--- src/rtl/mesh_arb_pkg.sv ---
// Shared types and constants for the mesh output-port arbiter.
// The grant_cnt statistics port is only built when MESH_ARB_STATS_EN is defined.
package mesh_arb_pkg;

  typedef enum logic {
    IDLE = 1'b0,
    FULL = 1'b1
  } arb_state_t;

  localparam int DEFAULT_PCKG_SZ = 40;

  // Width of an index into n requesters; never less than one bit.
  function automatic int idx_w(input int n);
    return (n > 1) ? $clog2(n) : 1;
  endfunction

endpackage

--- src/rtl/mesh_rr_pick.sv ---
// Combinational round-robin picker: the first requester at or after
// last_grant+1 (wrapping modulo NUM_IN) wins.
module mesh_rr_pick
  import mesh_arb_pkg::*;
#(
  parameter int NUM_IN = 4,
  parameter int IDX_W  = idx_w(NUM_IN)
) (
  input  logic [NUM_IN-1:0] req,
  input  logic [IDX_W-1:0]  last_grant,
  output logic [NUM_IN-1:0] grant,
  output logic [IDX_W-1:0]  grant_idx,
  output logic              any_valid
);

  int               cand_i;
  logic [IDX_W-1:0] cand;

  // Offsets run 1..NUM_IN so the last requester granted is considered last.
  always_comb begin
    grant     = '0;
    grant_idx = '0;
    any_valid = 1'b0;
    cand_i    = 0;
    cand      = '0;
    for (int off = 1; off <= NUM_IN; off++) begin
      cand_i = (int'(last_grant) + off) % NUM_IN;
      cand   = IDX_W'(cand_i);
      if (!any_valid && req[cand]) begin
        grant[cand] = 1'b1;
        grant_idx   = cand;
        any_valid   = 1'b1;
      end
    end
  end

endmodule

--- src/rtl/mesh_port_arbiter.sv ---
// Round-robin arbiter sharing one mesh output link between NUM_IN input FIFOs.
// Optional per-requester grant counters on grant_cnt when MESH_ARB_STATS_EN is defined.
module mesh_port_arbiter
  import mesh_arb_pkg::*;
#(
  parameter int PCKG_SZ = DEFAULT_PCKG_SZ,
  parameter int NUM_IN  = 4
) (
  input  logic                        clk,
  input  logic                        reset,
  input  logic [NUM_IN-1:0]           pndng_in,
  input  logic [NUM_IN*PCKG_SZ-1:0]   data_in,
  output logic [NUM_IN-1:0]           pop_in,
  output logic [PCKG_SZ-1:0]          data_out,
  output logic                        pndng_out,
  input  logic                        pop_out,
  output logic [$clog2(NUM_IN)-1:0]   grant_id
`ifdef MESH_ARB_STATS_EN
  ,
  output logic [NUM_IN*16-1:0]        grant_cnt
`endif
);

  localparam int IDX_W = idx_w(NUM_IN);

  // Handshake (both sides): pndng means "a valid packet is on data now";
  // pop is a one-cycle strobe meaning "that packet is taken at this edge".
  // A producer holds pndng and data stable until it sees pop.

  arb_state_t        state;
  logic [IDX_W-1:0]  last_grant;

  logic [NUM_IN-1:0] grant;
  logic [IDX_W-1:0]  grant_idx;
  logic              any_valid;
  logic              pick;
  logic [PCKG_SZ-1:0] sel_data;

  mesh_rr_pick #(
    .NUM_IN (NUM_IN),
    .IDX_W  (IDX_W)
  ) u_pick (
    .req        (pndng_in),
    .last_grant (last_grant),
    .grant      (grant),
    .grant_idx  (grant_idx),
    .any_valid  (any_valid)
  );

  assign pick   = any_valid && ((state == IDLE) || pop_out) && !reset;
  assign pop_in = pick ? grant : '0;

  always_comb begin
    sel_data = '0;
    for (int i = 0; i < NUM_IN; i++) begin
      if (grant[i]) sel_data = data_in[i*PCKG_SZ +: PCKG_SZ];
    end
  end

  always_ff @(posedge clk) begin
    if (reset) begin
      state      <= IDLE;
      pndng_out  <= 1'b0;
      data_out   <= '0;
      grant_id   <= '0;
      last_grant <= IDX_W'(NUM_IN - 1);
    end else begin
      case (state)
        IDLE: begin
          if (any_valid) begin
            state      <= FULL;
            pndng_out  <= 1'b1;
            data_out   <= sel_data;
            grant_id   <= grant_idx;
            last_grant <= grant_idx;
          end
        end
        FULL: begin
          // Refill in the same cycle the held packet leaves, so a
          // continuously requesting set of FIFOs sustains one packet per cycle.
          if (pop_out) begin
            if (any_valid) begin
              data_out   <= sel_data;
              grant_id   <= grant_idx;
              last_grant <= grant_idx;
            end else begin
              state     <= IDLE;
              pndng_out <= 1'b0;
            end
          end
        end
        default: begin
          state     <= IDLE;
          pndng_out <= 1'b0;
        end
      endcase
    end
  end

`ifdef MESH_ARB_STATS_EN
  always_ff @(posedge clk) begin
    for (int i = 0; i < NUM_IN; i++) begin
      if (reset) begin
        grant_cnt[i*16 +: 16] <= '0;
      end else if (pick && grant[i] && (grant_cnt[i*16 +: 16] != 16'hFFFF)) begin
        grant_cnt[i*16 +: 16] <= grant_cnt[i*16 +: 16] + 16'd1;
      end
    end
  end
`endif

  a_pop_onehot : assert property (@(posedge clk) $onehot0(pop_in));
  a_pop_reset  : assert property (@(posedge clk) reset |-> (pop_in == '0));
  a_pop_hold   : assert property (@(posedge clk)
                   (state == FULL && !pop_out) |-> (pop_in == '0));
  a_out_state  : assert property (@(posedge clk) pndng_out == (state == FULL));

endmodule

--- config.mk ---
export PLATFORM = sky130hd
export DESIGN_NAME = mesh_port_arbiter
export DESIGN_NICKNAME = d
export VERILOG_FILES = /design/src/rtl/mesh_arb_pkg.sv /design/src/rtl/mesh_rr_pick.sv /design/src/rtl/mesh_port_arbiter.sv
export SDC_FILE = /design/constraint.sdc
export NUM_CORES = 1
export LEC_CHECK = 0
export ABC_CLOCK_PERIOD_IN_PS = 4600
export CAP_MARGIN = 30
export CORE_MARGIN = 4
export CORE_UTILIZATION = 41
export DETAILED_ROUTE_END_ITERATION = 12
export GPL_ROUTABILITY_DRIVEN = 0
export PLACE_DENSITY = 0.87
export SLEW_MARGIN = 20
export SYNTH_ARGS = -nofsm -noshare
export SYNTH_HDL_FRONTEND = slang
export SYNTH_SLANG_ARGS = --single-unit
--- constraint.sdc ---
create_clock -name clk -period 4.6 [get_ports clk]
set_clock_uncertainty 0.2 [all_clocks]
set_input_delay 1.15 -clock clk [delete_from_list [all_inputs] [get_ports clk]]
set_output_delay 1.15 -clock clk [all_outputs]
set_load 0.05 [all_outputs]
==> flow_summary.ini <==
[worst_setup_path]
rrSetupSlack_ns = 0.81
path_max_fanout = 12
arrival_ns = 3.06
startpoint_type = input pin
worst-r2r-cell-count = 9
cp.required_ns = 3.25
end_kind = output port
path_class = in -> out
rr_startpoint = last_grant[1]
reg2reg_to = data_out[19]

[cells_and_area]
layout-drive-gt1-share_pct = 7.03
nFillCells = 851
multi_input_area_mm2 = 0.00310
fin_nets = 899
seqCellArea_um2 = 922
syn_to_final_growth_pct = 56.0
num_antenna_cells = 0
stdcell_count = 858

[detailed_routing]
remaining_drc_errors = 0
routed_via_density = 6.31
routed_wl_um = 17000
drt-pass1-iter-count = 5
ant_nets = 0
vias = 5416
avgRoutedWirePerCell_um = 19.8
first_iter_violations = 370

[timing]
hold_viol_final = 0
min_period_ns = 4.41
setup_viol = 0
max_freq_mhz = 227
tightest_slew_ns = 0.898
hold_slack_ns = 0.263
slew_headroom_pct = 40.1
rsz0062_at_grt = no
fin_crit_sh_pct = 95.9
report.final.slew_viol_count = 0

[placement]
dp_cells = 850
place_hpwl_um = 11700
numPortBuffers = 213

[yosys]
yosysWarnings = 0
ys.flop_type = dfxtp_1
synth.avg_cell_area_um2 = 7.66
netlist.area_leader.share_pct = 21.7
async_reset_ff_share_pct = 0
syn_inst = 555
synth_nets = 730
ys_ff_latch = 46
yosysSeqAreaShare_pct = 21.7
synth_top_area_cell = dfxtp_1
synth_area_leaders = dfxtp_1, a211oi_1, a2111oi_0
post_synth_num_cell_types = 35
synthesis.area_mm2 = 0.00425
synth-edff-count = 0

[clock_tree]
clock_sinks = 46
post_cts_buffers = 0
cts_max_path_buffers = 2
path_clk_slew_ns = 0.09
cts_buffers = 5
cts-root-buf = clkbuf_8
clk-insertion-delay-late_ns = 0.29
cts_tree = built
cts_max_level = 2

[floorplanning]
core.rowCount = 36
coreArea_mm2 = 0.00995
die_h_um = 110
fp.dieW_um = 110
io-pin-count = 214
start_util_pct = 42.7
dieArea_mm2 = 0.0121

[pwr]
powerDensity_mw_per_mm2 = 693
vdd_ir_drop_max_v = 0.000480
p_leak_nw = 2.20
pwr-share-comb_pct = 80.2
sw_frac_of_total_pct = 54.9
p_switching_mw = 2.52
p_seq_share_pct = 14.0
power_mw = 4.60
clockPowerShare_pct = 5.9
p_int_mw = 2.07

[global_routing]
grt_pass1_wl_um = 26100
grt_pass1_vias = 5211
grt_use_total_pct = 27.0
grt_overflow = 0
grt_max_degree = 84
antenna_found_initial = 0

[worst_hold_path]
hold_depth = 2
whs_endpoint = grant_id[1]
hp-class = reg -> reg
hp-start = grant_id[1]

[status]
status = completed

[job]
drv.max_cap_violation_count = 0
-- synth_stat cells (all sizes together) (4+ instances only) --
master,number
nor3b,43
nor2,6
nor2b,4
buf,15
dfxtp,46
a211oi,82
o21a,40
ha,8
clkbuf,58
nand2,44
nor3,44
a2111oi,40
a21oi,12
mux4,4
o21bai,41
nor4,41
inv,5
-- power groups by stage --
stage	clock network, mW	logic [mW]	registers (mW)
final	0.270	3.68	0.642
after global routing	0.290	3.99	0.657
after CTS	0.278	3.68	0.640
after detailed placement	0	3.66	0.648
after global placement	0	3.58	0.642
after floorplan	0	2.13	1.09
-- routing by layer --
metal  part of all wire, %  track usage (%)  up-vias
met5                     0                0        -
li1                      -                -     2551
met1                    38             31.0     2548
met2                    51             49.0      285
met4                   1.7             7.84        0
met3                    10             6.69       32
-- worst max path at each step --
stage / from / to / slack, ns / cells after the start
after CTS: pndng_in[2] / pop_in[1] / 0.0009 / 8
after global routing: last_grant[1] / pop_in[1] / 0.11 / 8
after global placement: pndng_in[1] / pop_in[2] / 0.08 / 8
after detailed placement: pndng_in[0] / pop_in[1] / -0.04 / 6
after floorplan: pndng_in[1] / pop_in[3] / -0.29 / 8
final: pndng_in[0] / pop_in[1] / 0.19 / 8
-- stage by stage --
step	TNS, ns	utilization (%)	setup WS [ns]	area, um^2
2_1_floorplan	-0.295	-	-0.295	4280
5_1_grt	0	66.6	0.109	6630
3_5_place_dp	-0.0496	65.5	-0.0423	6520
6_report	0	66.6	0.187	6630
4_1_cts	0	66.5	0.000859	6620
3_3_place_gp	0	65.5	0.0764	6520
-- state kept, by name (all words and copies together) (netlist names) --
name	flops
pndng_out	1
state	1
last_grant	2
grant_id	2
data_out	40
-- placed cells by master, fill, tap and decap left out, types with 3 or more instances in the layout --
master and count:
a211oi_1 81, a21oi_1 9, nor2_1 6, nor3b_1 41
nand3b_1 3, o21bai_1 41, inv_1 5, dfxtp_1 45
buf_4 22, o21a_1 40, o21ai_0 3, nand2_1 44
ha_1 8, nor3_1 43, a21oi_4 3, buf_12 3
clkbuf_8 6, a2111oi_0 40, nor4_1 40, clkdlybuf4s50_1 204
mux4_2 4, nor2b_1 3
-- worst max-delay path, stage by stage --
cell and delay, ns:
dlygate4sd2_1 0.29, mux4_2 0.54, buf_6 0.18, nor2b_1 0.15, a221o_1 0.20, a22o_1 0.17
nor3b_4 0.22, buf_12 0.16
-- final cells by class --
type / count / area share [%]
Inverter: 5 / 0.283
Timing Repair Buffer: 235 / 35.1
Sequential cell: 46 / 13.9
Multi-Input combinational cell: 431 / 46.8
Clock inverter: 1 / 0.0755
Tap cell: 133 / 2.51
Clock buffer: 7 / 1.30
-- kinds of logic after synthesis --
| kind of cell | count (synthesis) | share of synthesized area [%] |
|---|---|---|
| flip-flops | 46 | 21.7 |
| multiplexers | 5 | 2.36 |
| buffers and inverters | 78 | 7.19 |
| adder cells (fa/ha/maj) | 8 | 2.36 |
| AO/OA/AOI/OAI | 228 | 40.9 |
| AND/OR/NAND/NOR | 190 | 25.5 |
-- repair_timing --
| item | 4_1_cts | 5_1_grt |
|---|---|---|
| endpoints found under the setup margin | 3 | 4 |
| resized for setup | 4 | 3 |
| pin swaps | 1 | 1 |
| hold buffers | 0 | 0 |
Power figures use the tool's default switching activity.
